===== src/rtl/stream_scoreboard.sv =====
// In-order stream checker: queues (in_data + INC) per accepted stimulus word and compares each observed word to the oldest entry.
// Latency: a push at edge N is comparable at edge N+1; compare results are registered at the edge that samples obs_valid.
// Backpressure: in_ready = not full, decoded from registered pending only; obs side is monitor-only and never stalls.
//
// Ports:
//   clk, rst                 clock and synchronous active-high reset
//   in_valid/in_ready/in_data  stimulus stream (valid/ready handshake)
//   obs_valid/obs_data       observed DUT output words
//   pending                  expectations currently queued (0..DEPTH)
//   pass_cnt/fail_cnt        saturating statistics
//   mismatch                 one-cycle pulse per failing compare or unexpected word
//   test_fail/unexpected     sticky failure flags
//   first_valid/first_exp/first_got  capture of the first failing event
module stream_scoreboard #(
  parameter int WIDTH = 16,
  parameter int DEPTH = 8,
  parameter int INC   = 1,
  parameter int CNT_W = 16
) (
  input  logic                     clk,
  input  logic                     rst,
  input  logic                     in_valid,
  output logic                     in_ready,
  input  logic [WIDTH-1:0]         in_data,
  input  logic                     obs_valid,
  input  logic [WIDTH-1:0]         obs_data,
  output logic [$clog2(DEPTH):0]   pending,
  output logic [CNT_W-1:0]         pass_cnt,
  output logic [CNT_W-1:0]         fail_cnt,
  output logic                     mismatch,
  output logic                     test_fail,
  output logic                     unexpected,
  output logic                     first_valid,
  output logic [WIDTH-1:0]         first_exp,
  output logic [WIDTH-1:0]         first_got
);

  localparam int AW = $clog2(DEPTH);
  localparam int PW = AW + 1;
  localparam logic [WIDTH-1:0] INC_W   = WIDTH'(INC);
  localparam logic [PW-1:0]    DEPTH_P = PW'(DEPTH);

  logic [WIDTH-1:0] mem_q [DEPTH];

  logic [AW-1:0]    wr_ptr_q, wr_ptr_d;
  logic [AW-1:0]    rd_ptr_q, rd_ptr_d;
  logic [PW-1:0]    pending_q, pending_d;
  logic [CNT_W-1:0] pass_cnt_q, pass_cnt_d;
  logic [CNT_W-1:0] fail_cnt_q, fail_cnt_d;
  logic             mismatch_q, mismatch_d;
  logic             test_fail_q, test_fail_d;
  logic             unexpected_q, unexpected_d;
  logic             first_valid_q, first_valid_d;
  logic [WIDTH-1:0] first_exp_q, first_exp_d;
  logic [WIDTH-1:0] first_got_q, first_got_d;

  logic             push;
  logic             pop;
  logic             unexp_evt;
  logic             hit;
  logic             miss;
  logic [WIDTH-1:0] head;

  // Ready depends only on registered occupancy, so a pop in the same cycle
  // never frees a slot for a push while full.
  assign in_ready = (pending_q != DEPTH_P);

  always_comb begin
    push      = in_valid && in_ready;
    // No bypass: an observation is judged against the queue as it stood
    // before this edge, so a same-cycle push into an empty FIFO is unexpected.
    pop       = obs_valid && (pending_q != '0);
    unexp_evt = obs_valid && (pending_q == '0);
    head      = mem_q[rd_ptr_q];
    hit       = pop && (head == obs_data);
    miss      = (pop && (head != obs_data)) || unexp_evt;

    wr_ptr_d      = wr_ptr_q;
    rd_ptr_d      = rd_ptr_q;
    pending_d     = pending_q;
    pass_cnt_d    = pass_cnt_q;
    fail_cnt_d    = fail_cnt_q;
    mismatch_d    = miss;
    test_fail_d   = test_fail_q;
    unexpected_d  = unexpected_q;
    first_valid_d = first_valid_q;
    first_exp_d   = first_exp_q;
    first_got_d   = first_got_q;

    if (push) wr_ptr_d = wr_ptr_q + AW'(1);
    if (pop)  rd_ptr_d = rd_ptr_q + AW'(1);

    case ({push, pop})
      2'b10:   pending_d = pending_q + PW'(1);
      2'b01:   pending_d = pending_q - PW'(1);
      default: pending_d = pending_q;
    endcase

    // Counters saturate at all-ones rather than wrapping.
    if (hit && (pass_cnt_q != '1)) pass_cnt_d = pass_cnt_q + CNT_W'(1);
    if (miss && (fail_cnt_q != '1)) fail_cnt_d = fail_cnt_q + CNT_W'(1);

    if (miss)      test_fail_d  = 1'b1;
    if (unexp_evt) unexpected_d = 1'b1;

    if (miss && !first_valid_q) begin
      first_valid_d = 1'b1;
      first_exp_d   = unexp_evt ? '0 : head;
      first_got_d   = obs_data;
    end
  end

  always_ff @(posedge clk) begin
    if (rst) begin
      wr_ptr_q      <= '0;
      rd_ptr_q      <= '0;
      pending_q     <= '0;
      pass_cnt_q    <= '0;
      fail_cnt_q    <= '0;
      mismatch_q    <= 1'b0;
      test_fail_q   <= 1'b0;
      unexpected_q  <= 1'b0;
      first_valid_q <= 1'b0;
      first_exp_q   <= '0;
      first_got_q   <= '0;
    end else begin
      wr_ptr_q      <= wr_ptr_d;
      rd_ptr_q      <= rd_ptr_d;
      pending_q     <= pending_d;
      pass_cnt_q    <= pass_cnt_d;
      fail_cnt_q    <= fail_cnt_d;
      mismatch_q    <= mismatch_d;
      test_fail_q   <= test_fail_d;
      unexpected_q  <= unexpected_d;
      first_valid_q <= first_valid_d;
      first_exp_q   <= first_exp_d;
      first_got_q   <= first_got_d;
    end
  end

  // Storage needs no reset: entries are only read when pending says valid.
  always_ff @(posedge clk) begin
    if (push && !rst) mem_q[wr_ptr_q] <= in_data + INC_W;
  end

  assign pending     = pending_q;
  assign pass_cnt    = pass_cnt_q;
  assign fail_cnt    = fail_cnt_q;
  assign mismatch    = mismatch_q;
  assign test_fail   = test_fail_q;
  assign unexpected  = unexpected_q;
  assign first_valid = first_valid_q;
  assign first_exp   = first_exp_q;
  assign first_got   = first_got_q;

endmodule

===== config.mk =====
export PLATFORM = sky130hd
export DESIGN_NAME = stream_scoreboard
export DESIGN_NICKNAME = d
export VERILOG_FILES = /design/src/rtl/stream_scoreboard.sv
export SDC_FILE = /design/constraint.sdc
export NUM_CORES = 1
export LEC_CHECK = 0
export BUFFER_PORTS_ARGS = -buffer_cell sky130_fd_sc_hd__buf_2
export CORE_MARGIN = 3
export CORE_UTILIZATION = 59
export CTS_BUF_LIST = sky130_fd_sc_hd__clkbuf_2
export CTS_CLUSTER_DIAMETER = 200
export DETAILED_ROUTE_END_ITERATION = 6
export GPL_TIMING_DRIVEN = 1
export PLACE_DENSITY = 0.81
export SLEW_MARGIN = 40
export SYNTH_ARGS = -nofsm -noshare
export SYNTH_HDL_FRONTEND = slang
export SYNTH_SLANG_ARGS = --single-unit

===== constraint.sdc =====
create_clock -name clk -period 3.4 [get_ports clk]
set_input_delay 0.34 -clock clk [delete_from_list [all_inputs] [get_ports clk]]
set_output_delay 0.34 -clock clk [all_outputs]
set_load 0.03 [all_outputs]

==> reports/metrics.csv, run 1 <==
metric,value,unit
Multi-input gate area,3380,µm²
final period utilization,97.1,%
Synth Area in Compound Gates,6.94,%
ANT nets after route,0,
initial antenna violation count,1,
Clk pwr share,28.8,%
register area,5470,µm²
number of CTS-inserted buffers,51,
"leading cell type in the layout, fill and taps excluded",edfxtp_1,
Post-DP HPWL,14.6,mm
worst hold path class,primary input to flip-flop,
Leakage Power,4.27,nW
Synth-to-Final Area Change,19.3,%
largest family of logic cells by synthesized area,simple AND/OR/NAND/NOR gates,
Synth Area in Simple Gates,13.9,%
"non-filler cells, final",1138,
max cap viols,0,
first-pass GRT wire length,34.2,mm
Worst Tran Pin Value,760,ps
startpoint class of the critical path,flip-flop,
drt drc,0,
clk root buf,clkbuf_2,
"slowest stage delay, CP",540,ps
xor/xnor share of the synthesized area,3.02,%
fin nets,957,
Crit path top cell by count,buf_4,
WS Path Type,flip-flop to flip-flop,
synthesized cell area,9000,µm²
"Warnings, synthesis",0,
switching portion of total power,31.4,%
Yosys cell types,53,
CP cell instances,"buf_12, mux4_2, mux2i_1, buf_4, xor2_1, o2111ai_1, nor4_4, buf_4, a311oi_4, buf_4, buf_12, or3b_1, o31ai_1",
Vias,6705,
vias in the first global route,6698,
"Seq/Total Area, Yosys",60.7,%
# port buffers,108,
final hold vios,0,
PD cells,543,nW/µm²
Switching Power,1.83,mW
DR pass1 iterations,5,
DIE WIDTH,130,µm
WP data required,4110,ps
Peak Freq,303,MHz
minimum clock period,3300,ps
share of layout cells above drive strength 1,28.3,%
critical path's slowest cell,mux4_2,
Post-Place Cell Area,9900,µm²
Int Pwr,4.00,mW
CTS tree,yes,
top_reg_cell synth,edfxtp_1,
syn_area_per_cell,12.5,µm²
Yosys reg bits,209,
most frequent cells in the layout,"128 x edfxtp_1, 108 x buf_2, 81 x clkbuf_2, 80 x dfxtp_1, 73 x nor2_1",
Slew HR,49.0,%
CTS sink cnt,209,
H-tree depth,2,
final wirelength,22.1,mm
Synth async-reset ratio,0,%
DR WL/cell,19.4,µm
vias per inst,5.89,
"Design Area, Final",10700,µm²
crit path max fanout,19,
worst path arrival time,4010,ps
# fillers,1024,
Critical Path Sink Type,flip-flop,
hold_sp,in_data[6],
Comb pwr share,21.4,%
status,"finished, final reports clean",
Die H,130,µm
placed insts,1008,
sequential share of power,49.8,%
drt first-iter violations,409,
syn nets,763,
Clock Tree Buf Depth,3,
VDD IR max,0.000332,V
Clock Latency Late Sink,810,ps
core area,14800,µm²
final core occ,72.8,%
post-synthesis cell count,718,
mux contribution to synthesized area,11.7,%
row cnt,44,
Post-synth EDFFs,128,
largest net degree at the start of global routing,55,
die area,16800,µm²
RD Place Congestion,0.815,
# setup viols final,0,
initial core utilization,61.0,%
Max Clock Skew,72.9,ps
Clock transition at path regs,100,ps
Tot GR Track Use,26.4,%
Final Max Slew Viols,0,
unrepaired setup endpoints after global routing,true,
# IOs,109,
adder-cell area share of the yosys netlist,1.33,%
GR Overflow Total,0,
==> area by class of cell <==
class	instances	share of cell area, %
antenna	1	0.0233
clock buffer	81	3.78
clock inverter	13	0.711
inverter	14	0.489
multi-input combinational	463	31.5
sequential	209	50.9
tap	184	2.14
timing repair buffer	173	10.5
==> kinds of logic after synthesis <==
logic type      count (synthesis)
compound gates                 91
xor+xnor                       31
fa+ha+maj                       9
buf+inv                        46
flops                         209
mux                            93
simple gates                  239
==> power by group through the flow <==
stage	combinational (mW)	clock [mW]	sequential [mW]
floorplan	0.716	0	3.07
global placement	1.16	0	2.95
detailed placement	1.20	0	2.96
CTS	1.24	1.72	2.90
global route	1.35	1.85	2.92
finish	1.25	1.68	2.90
==> path summary, 6_finish.rpt <==
path / depth (start not counted) / end / slack, ps
worst max register to register: 13 / first_exp[8]$_SDFFE_PP0P_ / 100
worst min-delay path: 2 / mem_q[7][6]$_DFFE_PP_ / 70
worst min register to register: 2 / unexpected$_SDFFE_PP0P_ / 480
worst max-delay path: 13 / first_exp[8]$_SDFFE_PP0P_ / 100
==> flip-flops by register name (all words and copies together), names as in the netlist, 3 cells and up, named ones only <==
register,cells
fail_cnt,16
pending,4
first_got,16
rd_ptr_q,3
wr_ptr_q,3
first_exp,16
mem_q,128
pass_cnt,16
==> critical path, delay by kind of cell, from the launching register on <==
kind	cells	cell delay (ps)
mux	2	680
flops	1	360
compound gates	3	410
buf+inv	5	860
simple gates	2	680
xor+xnor	1	240
==> timing repair <==
action,CTS,global route
gates resized for setup,5,0
endpoints found under the hold margin,73,0
setup endpoints to repair,27,34
pin swaps,3,2
buffers inserted,2,7
hold buffers,26,0
==> routing by layer <==
metal / GRT usage, % / vias to the layer above / wire length (µm)
li1: - / 3097 / -
met1: 33.4 / 3231 / 8900
met2: 45.1 / 299 / 10900
met3: 5.11 / 78 / 1510
met4: 10.4 / 0 / 743
met5: 0 / - / 0
==> cells in the mapped netlist, drive strengths merged (2+ instances only) <==
| cell | number | area share (%) |
|---|---|---|
| or4 | 6 | 0.50 |
| clkbuf | 14 | 0.58 |
| nand2b | 12 | 0.83 |
| o22ai | 3 | 0.21 |
| a22o | 7 | 0.68 |
| nand4 | 11 | 0.76 |
| mux2 | 21 | 2.6 |
| o21ai | 14 | 0.78 |
| nor3 | 9 | 0.50 |
| nand2 | 38 | 1.6 |
| nor2 | 73 | 3.0 |
| ha | 8 | 1.1 |
| o41ai | 3 | 0.29 |
| a21o | 2 | 0.17 |
| nand3 | 23 | 1.3 |
| dfxtp | 81 | 18 |
| nor4 | 3 | 0.54 |
| or3 | 10 | 0.70 |
| a21oi | 24 | 1.3 |
| xor2 | 17 | 1.7 |
| mux4 | 8 | 2.0 |
| a41o | 5 | 0.56 |
| and4b | 2 | 0.22 |
| xnor2 | 14 | 1.4 |
| o31ai | 8 | 0.67 |
| and2 | 2 | 0.14 |
| inv | 14 | 0.58 |
| nor3b | 8 | 0.67 |
| or3b | 5 | 0.49 |
| o211ai | 2 | 0.17 |
| buf | 18 | 1.1 |
| and3 | 17 | 1.2 |
| edfxtp | 128 | 43 |
| mux2i | 64 | 7.1 |
| a22oi | 14 | 1.2 |
| nor2b | 19 | 1.3 |
==> per-stage QoR <==
| step | power [mW] | TNS, ps | setup slack (ps) | hold WS [ps] |
|---|---|---|---|---|
| after floorplan | 3.79 | 0 | 293 | 454 |
| after global placement | 4.11 | -177 | -31.1 | 447 |
| after detailed placement | 4.16 | -1690 | -212 | 460 |
| after CTS | 5.86 | 0 | 30.5 | 17.8 |
| after global routing | 6.11 | -8.92 | -8.92 | 14.8 |
| final | 5.83 | 0 | 98.0 | 68.1 |
Power figures use the tool's default switching activity.
==> inputs of run 2 (changes only) <==
CORE_UTILIZATION = 50   (was 59)
MAX_ROUTING_LAYER = met4   (was not set)
PLACE_DENSITY = 0.7   (was 0.81)
==> run 2 against run 1 <==
Net effect:
- first-iteration DRC count down 12%
- worst hold slack better by 11 ps
- combinational power about the same
- highest routed layer unchanged
- largest cell class unchanged
- critical endpoint is now first_exp[2]$_SDFFE_PP0P_
- die area up 17%
- largest power group unchanged
- non-clock buffer count down 3
- maximum frequency up 4.5%
- clock-buffer cell count up 6
- critical path type unchanged
- power up 1.9%
- design area up 0.83%
==> reports/metrics.csv, run 2 (synthesis results as in run 1) <==
metric,value,unit,change
CTS sink cnt,209,,unchanged
final wirelength,21.9,mm,-0.49%
drt first-iter violations,361,,-12%
"leading cell type in the layout, fill and taps excluded",edfxtp_1,,
CTS tree,yes,,
Clock Latency Late Sink,790,ps,-20 ps
Post-DP HPWL,14.8,mm,+1.6%
DIE WIDTH,140,µm,+8.2%
Multi-input gate area,3360,µm²,-0.37%
Max Clock Skew,41.6,ps,-31.3 ps
DR pass1 iterations,5,,unchanged
WP data required,4050,ps,-60 ps
die area,19600,µm²,+17%
PD cells,549,nW/µm²,+1.0%
minimum clock period,3160,ps,-141 ps
core area,17500,µm²,+18%
Post-Place Cell Area,10000,µm²,+1.2%
final period utilization,93.0,%,-4.2 points
initial antenna violation count,1,,unchanged
cell count of the worst reg-to-reg path,11,,-2
Critical Path Sink Type,flip-flop,,
# port buffers,108,,unchanged
"Design Area, Final",10800,µm²,+0.83%
# fillers,1388,,+36%
fin nets,956,,-0.10%
worst path arrival time,3810,ps,-200 ps
Final Max Slew Viols,0,,unchanged
vias per inst,5.52,,-6.2%
Tot GR Track Use,22.9,%,-3.5 points
Hold Crit Depth,2,,unchanged
vias in the first global route,6707,,+0.13%
# setup viols final,0,,unchanged
Die H,140,µm,+8.2%
RD Place Congestion,0.798,,-2.2%
final setup margin,239,ps,+141 ps
most frequent cells in the layout,"128 x edfxtp_1, 108 x buf_2, 87 x clkbuf_2, 80 x dfxtp_1, 73 x nor2_1",,
reg2reg setup slack,240,ps,+140 ps
initial core utilization,51.5,%,-9.5 points
Clock transition at path regs,100,ps,about the same
row cnt,48,,+9.1%
clk root buf,clkbuf_2,,
number of CTS-inserted buffers,53,,+3.9%
Leakage Power,4.30,nW,+0.82%
Hold Path Sink,mem_q[4][8]$_DFFE_PP_,,
crit path max fanout,17,,-2
post-CTS setup buffers,0,,-2
register area,5470,µm²,unchanged
DR WL/cell,18.7,µm,-3.5%
unrepaired setup endpoints after global routing,false,,
first-pass GRT wire length,34.8,mm,+1.7%
WS Path Type,flip-flop to flip-flop,,
final hold vios,0,,unchanged
GR Overflow Total,0,,unchanged
hold_sp,in_data[8],,
Vias,6485,,-3.3%
Peak Freq,316,MHz,+4.5%
drt drc,0,,unchanged
status,"finished, final reports clean",,
H-tree depth,2,,unchanged
Clock Tree Buf Depth,3,,unchanged
Biggest register,mem_q,,
RR Endpoint,first_exp[2]$_SDFFE_PP0P_,,
Worst Tran Pin Value,780,ps,+19.4 ps
max cap viols,0,,unchanged
Slew HR,48.0,%,-0.93 points
max FFs per register,128,,unchanged
startpoint class of the critical path,flip-flop,,
ANT nets after route,0,,unchanged
setup tns final,0,ps,unchanged
largest net degree at the start of global routing,84,,+53%
Synth-to-Final Area Change,20.3,%,
worst hold path class,primary input to flip-flop,,
VDD IR max,0.000251,V,-24%
# IOs,109,,unchanged
share of layout cells above drive strength 1,28.9,%,+0.57 points
pre-CTS setup slack,92.6,ps,+305 ps
run 2: layout make-up:
cell class / instances / area share, %
diodes: 1 / 0.0231
clock buffers: 87 / 4.02
clock inverters: 5 / 0.659
inverters: 14 / 0.485
multi-input cells: 463 / 31.1
flip-flops and latches: 209 / 50.5
well taps: 225 / 2.60
repair buffers: 170 / 10.6
run 2: per-layer routing:
metal | global-route usage [%] | wire (µm) | vias up
met4 | 8.77 | 526 | 0
met1 | 28.1 | 9310 | 3159
met3 | 4.23 | 1200 | 39
met5 | - | 0 | -
met2 | 37.7 | 10900 | 199
li1 | - | - | 3088
run 2: metrics by stage:
stage	power (mW)	utilization [%]	hold slack, ps	cells
2_1_floorplan	3.79	-	454	718
3_3_place_gp	4.14	57.3	443	1054
3_5_place_dp	4.18	57.3	469	1054
4_1_cts	5.98	61.7	1.94	1172
5_1_grt	6.27	61.9	32.5	1174
6_report	5.94	61.9	79.6	1174
run 2: power by group:
| group | internal [mW] | switching (mW) | total (mW) | leakage [nW] |
|---|---|---|---|---|
| Clock | 0.809 | 0.960 | 1.77 | 0.397 |
| Sequential | 2.82 | 0.0900 | 2.91 | 1.82 |
| Combinational | 0.504 | 0.759 | 1.26 | 2.09 |
run 2: worst max path at each step:
stage                                 to  cells after the start  slack, ps                    start
3_5_place_dp    pass_cnt[5]$_SDFFE_PP0P_                     10         90                flip-flop
3_3_place_gp    pass_cnt[5]$_SDFFE_PP0P_                     10        210                flip-flop
2_1_floorplan      mem_q[0][0]$_DFFE_PP_                      5        290  pending[0]$_SDFFE_PP0P_
6_report       first_exp[2]$_SDFFE_PP0P_                     11        240                flip-flop
5_1_grt        pass_cnt[11]$_SDFFE_PP0P_                     10         10                flip-flop
4_1_cts         pass_cnt[5]$_SDFFE_PP0P_                     10         70                flip-flop
run 2: critical path, cell delays in order, from the launching register on:
cell and delay, ps:
dfxtp_2 460, buf_12 160, mux4_2 510, mux2i_2 260, xor2_1 200, nand3_1 140, nor4_4 320, buf_4 220
a311oi_4 140, buf_12 200, or3b_1 370, o41ai_1 80
run 2: what timing repair did:
action	4_1_cts	5_1_grt
gates resized for setup	0	4
setup endpoints to repair	0	7
hold buffers	26	0
hold endpoints to repair	74	0
==> inputs of run 3 (changes only) <==
--- a/config.mk
+++ b/config.mk
@@ -9,3 +9,3 @@
 export CORE_MARGIN = 3
-export CORE_UTILIZATION = 50
+export CORE_UTILIZATION = 60
 export CTS_BUF_LIST = sky130_fd_sc_hd__clkbuf_2
@@ -15,3 +15,3 @@
 export MAX_ROUTING_LAYER = met4
-export PLACE_DENSITY = 0.7
+export PLACE_DENSITY = 0.82
 export SLEW_MARGIN = 40
==> constraint.sdc (replaced) <==
create_clock -name clk -period 3.4 [get_ports clk]
set_input_delay 0.17 -clock clk [delete_from_list [all_inputs] [get_ports clk]]
set_output_delay 0.17 -clock clk [all_outputs]
set_load 0.03 [all_outputs]
==> run 3 against run 2 <==
Net effect:
- clock skew up 40 ps
- worst hold slack better by 100 ps
- non-clock buffer count up 12
- final cell count down 2.4%
- clock power down 6%
- largest power group unchanged
==> reports/metrics.csv, run 3 (synthesis results as in run 1) <==
metric,value,unit,change
status,"finished, final reports clean",,
Vias,6717,,+3.6%
WS Path Type,flip-flop to flip-flop,,
GR Overflow Total,0,,unchanged
Final Max Slew Viols,0,,unchanged
most frequent cells in the layout,"128 x edfxtp_1, 109 x buf_2, 80 x dfxtp_1, 73 x nor2_1, 72 x clkbuf_2",,
Biggest register,mem_q,,
Post-DP HPWL,13.8,mm,-6.4%
final period utilization,98.6,%,+5.6 points
largest net degree at the start of global routing,59,,-30%
RD Place Congestion,0.846,,+6.1%
Worst Tran Pin Value,767,ps,-12.8 ps
vias per inst,5.86,,+6.1%
final wirelength,22.4,mm,+2.3%
"Power, Total",5.95,mW,+0.20%
Peak Freq,298,MHz,-5.7%
crit path max fanout,9,,-8
Clock Tree Buf Depth,3,,unchanged
# setup viols final,0,,unchanged
Critical Path Sink Type,flip-flop,,
DIE WIDTH,128,µm,-8.3%
minimum clock period,3350,ps,+191 ps
DR WL/cell,19.6,µm,+4.8%
setup tns final,0,ps,unchanged
drt first-iter violations,614,,+70%
VDD IR max,0.000363,V,+44%
H-tree depth,2,,unchanged
Max Clock Skew,81.5,ps,+39.9 ps
Die H,128,µm,-8.3%
hold_sp,obs_data[11],,
PD cells,539,nW/µm²,-1.7%
Synth-to-Final Area Change,22.7,%,
row cnt,44,,-8.3%
Tot GR Track Use,26.7,%,+3.8 points
worst hold path class,primary input to flip-flop,,
fin nets,967,,+1.2%
WP data required,4080,ps,+30 ps
startpoint class of the critical path,flip-flop,,
initial core utilization,61.7,%,+10 points
number of CTS-inserted buffers,51,,-3.8%
initial antenna violation count,1,,unchanged
final hold vios,0,,unchanged
max FFs per register,128,,unchanged
share of layout cells above drive strength 1,28.4,%,-0.50 points
Slew HR,48.5,%,+0.49 points
Clock Latency Late Sink,840,ps,+50 ps
max cap viols,0,,unchanged
"leading cell type in the layout, fill and taps excluded",edfxtp_1,,
DR pass1 iterations,5,,unchanged
CTS sink cnt,209,,unchanged
first-pass GRT wire length,33.6,mm,-3.4%
drt drc,0,,unchanged
clk root buf,clkbuf_2,,
die area,16500,µm²,-16%
# port buffers,108,,unchanged
vias in the first global route,6611,,-1.4%
worst path arrival time,4030,ps,+220 ps
CTS tree,yes,,
ANT nets after route,0,,unchanged
final core occ,75.7,%,+14 points
core area,14600,µm²,-17%
# IOs,109,,unchanged
Leakage Power,4.35,nW,+1.0%
Clock transition at path regs,130,ps,+30 ps
-- run 3: changes by cell type in the layout (fill, tap and decap cells not counted), moves of 3 or more --
cell,delta
buf_4,-7
clkbuf_16,+3
clkbuf_2,-15
clkinv_1,+13
dlygate4sd3_1,+12
mux2i_1,-4
mux2i_4,+4
-- run 3: routing by layer --
metal  vias up  routed length, µm  track usage [%]
li1       3114                  -                -
met1      3277               9050             33.0
met2       285              11400             44.4
met3        41               1480             5.56
met4         0                522             8.43
met5         -                  0                -
-- run 3: cell type report --
class,count,area (µm²)
clock buffers,72,360
fillers,916,3550
multi-input cells,464,3470
repair buffers,182,1340
clock inverters,20,116
flip-flops and latches,209,5470
diodes,1,2.50
inverters,14,52.6
well taps,184,230
-- run 3: critical path, cell delays in order (launching register included) --
cell and delay, ps:
dfxtp_4 440, buf_12 160, mux4_2 510, mux2i_2 310
xor2_2 150, o221ai_1 180, nor4_4 90, buf_4 170
a311oi_4 580, clkbuf_16 290, nor3b_1 50, a41o_1 240
-- run 3: worst paths after layout --
| kind | endpoint | slack, ps | cells past startpoint |
|---|---|---|---|
| min | first_got[11]$_SDFFE_PP0P_ | 180 | 4 |
| max reg2reg | first_exp[1]$_SDFFE_PP0P_ | 50 | 11 |
| max | first_exp[1]$_SDFFE_PP0P_ | 50 | 11 |
| min reg2reg | first_exp[0]$_SDFFE_PP0P_ | 480 | 2 |
-- run 3: metrics by stage --
stage | cell area (µm²) | std cells | setup WS, ps | hold WS, ps
2_1_floorplan | 9000 | 718 | 293 | 317
3_5_place_dp | 9840 | 1002 | -19.0 | 448
6_report | 11000 | 1146 | 48.4 | 181
4_1_cts | 10700 | 1132 | 47.8 | 113
5_1_grt | 11000 | 1146 | -50.1 | 115
3_3_place_gp | 9840 | 1002 | 71.0 | 440
-- run 3: power by group --
part           switching [mW]  total, mW  internal [mW]
sequential             0.0917       2.91           2.82
combinational           0.816       1.38          0.566
clock                    1.00       1.66          0.658
total                    1.91       5.95           4.04
-- run 3: repair_timing --
item,CTS,global route
hold buffers,38,0
setup buffers,0,8
setup endpoints to repair,19,39
cloned,0,6
resized for setup,2,28
endpoints found under the hold margin,169,0
pin swaps,0,5
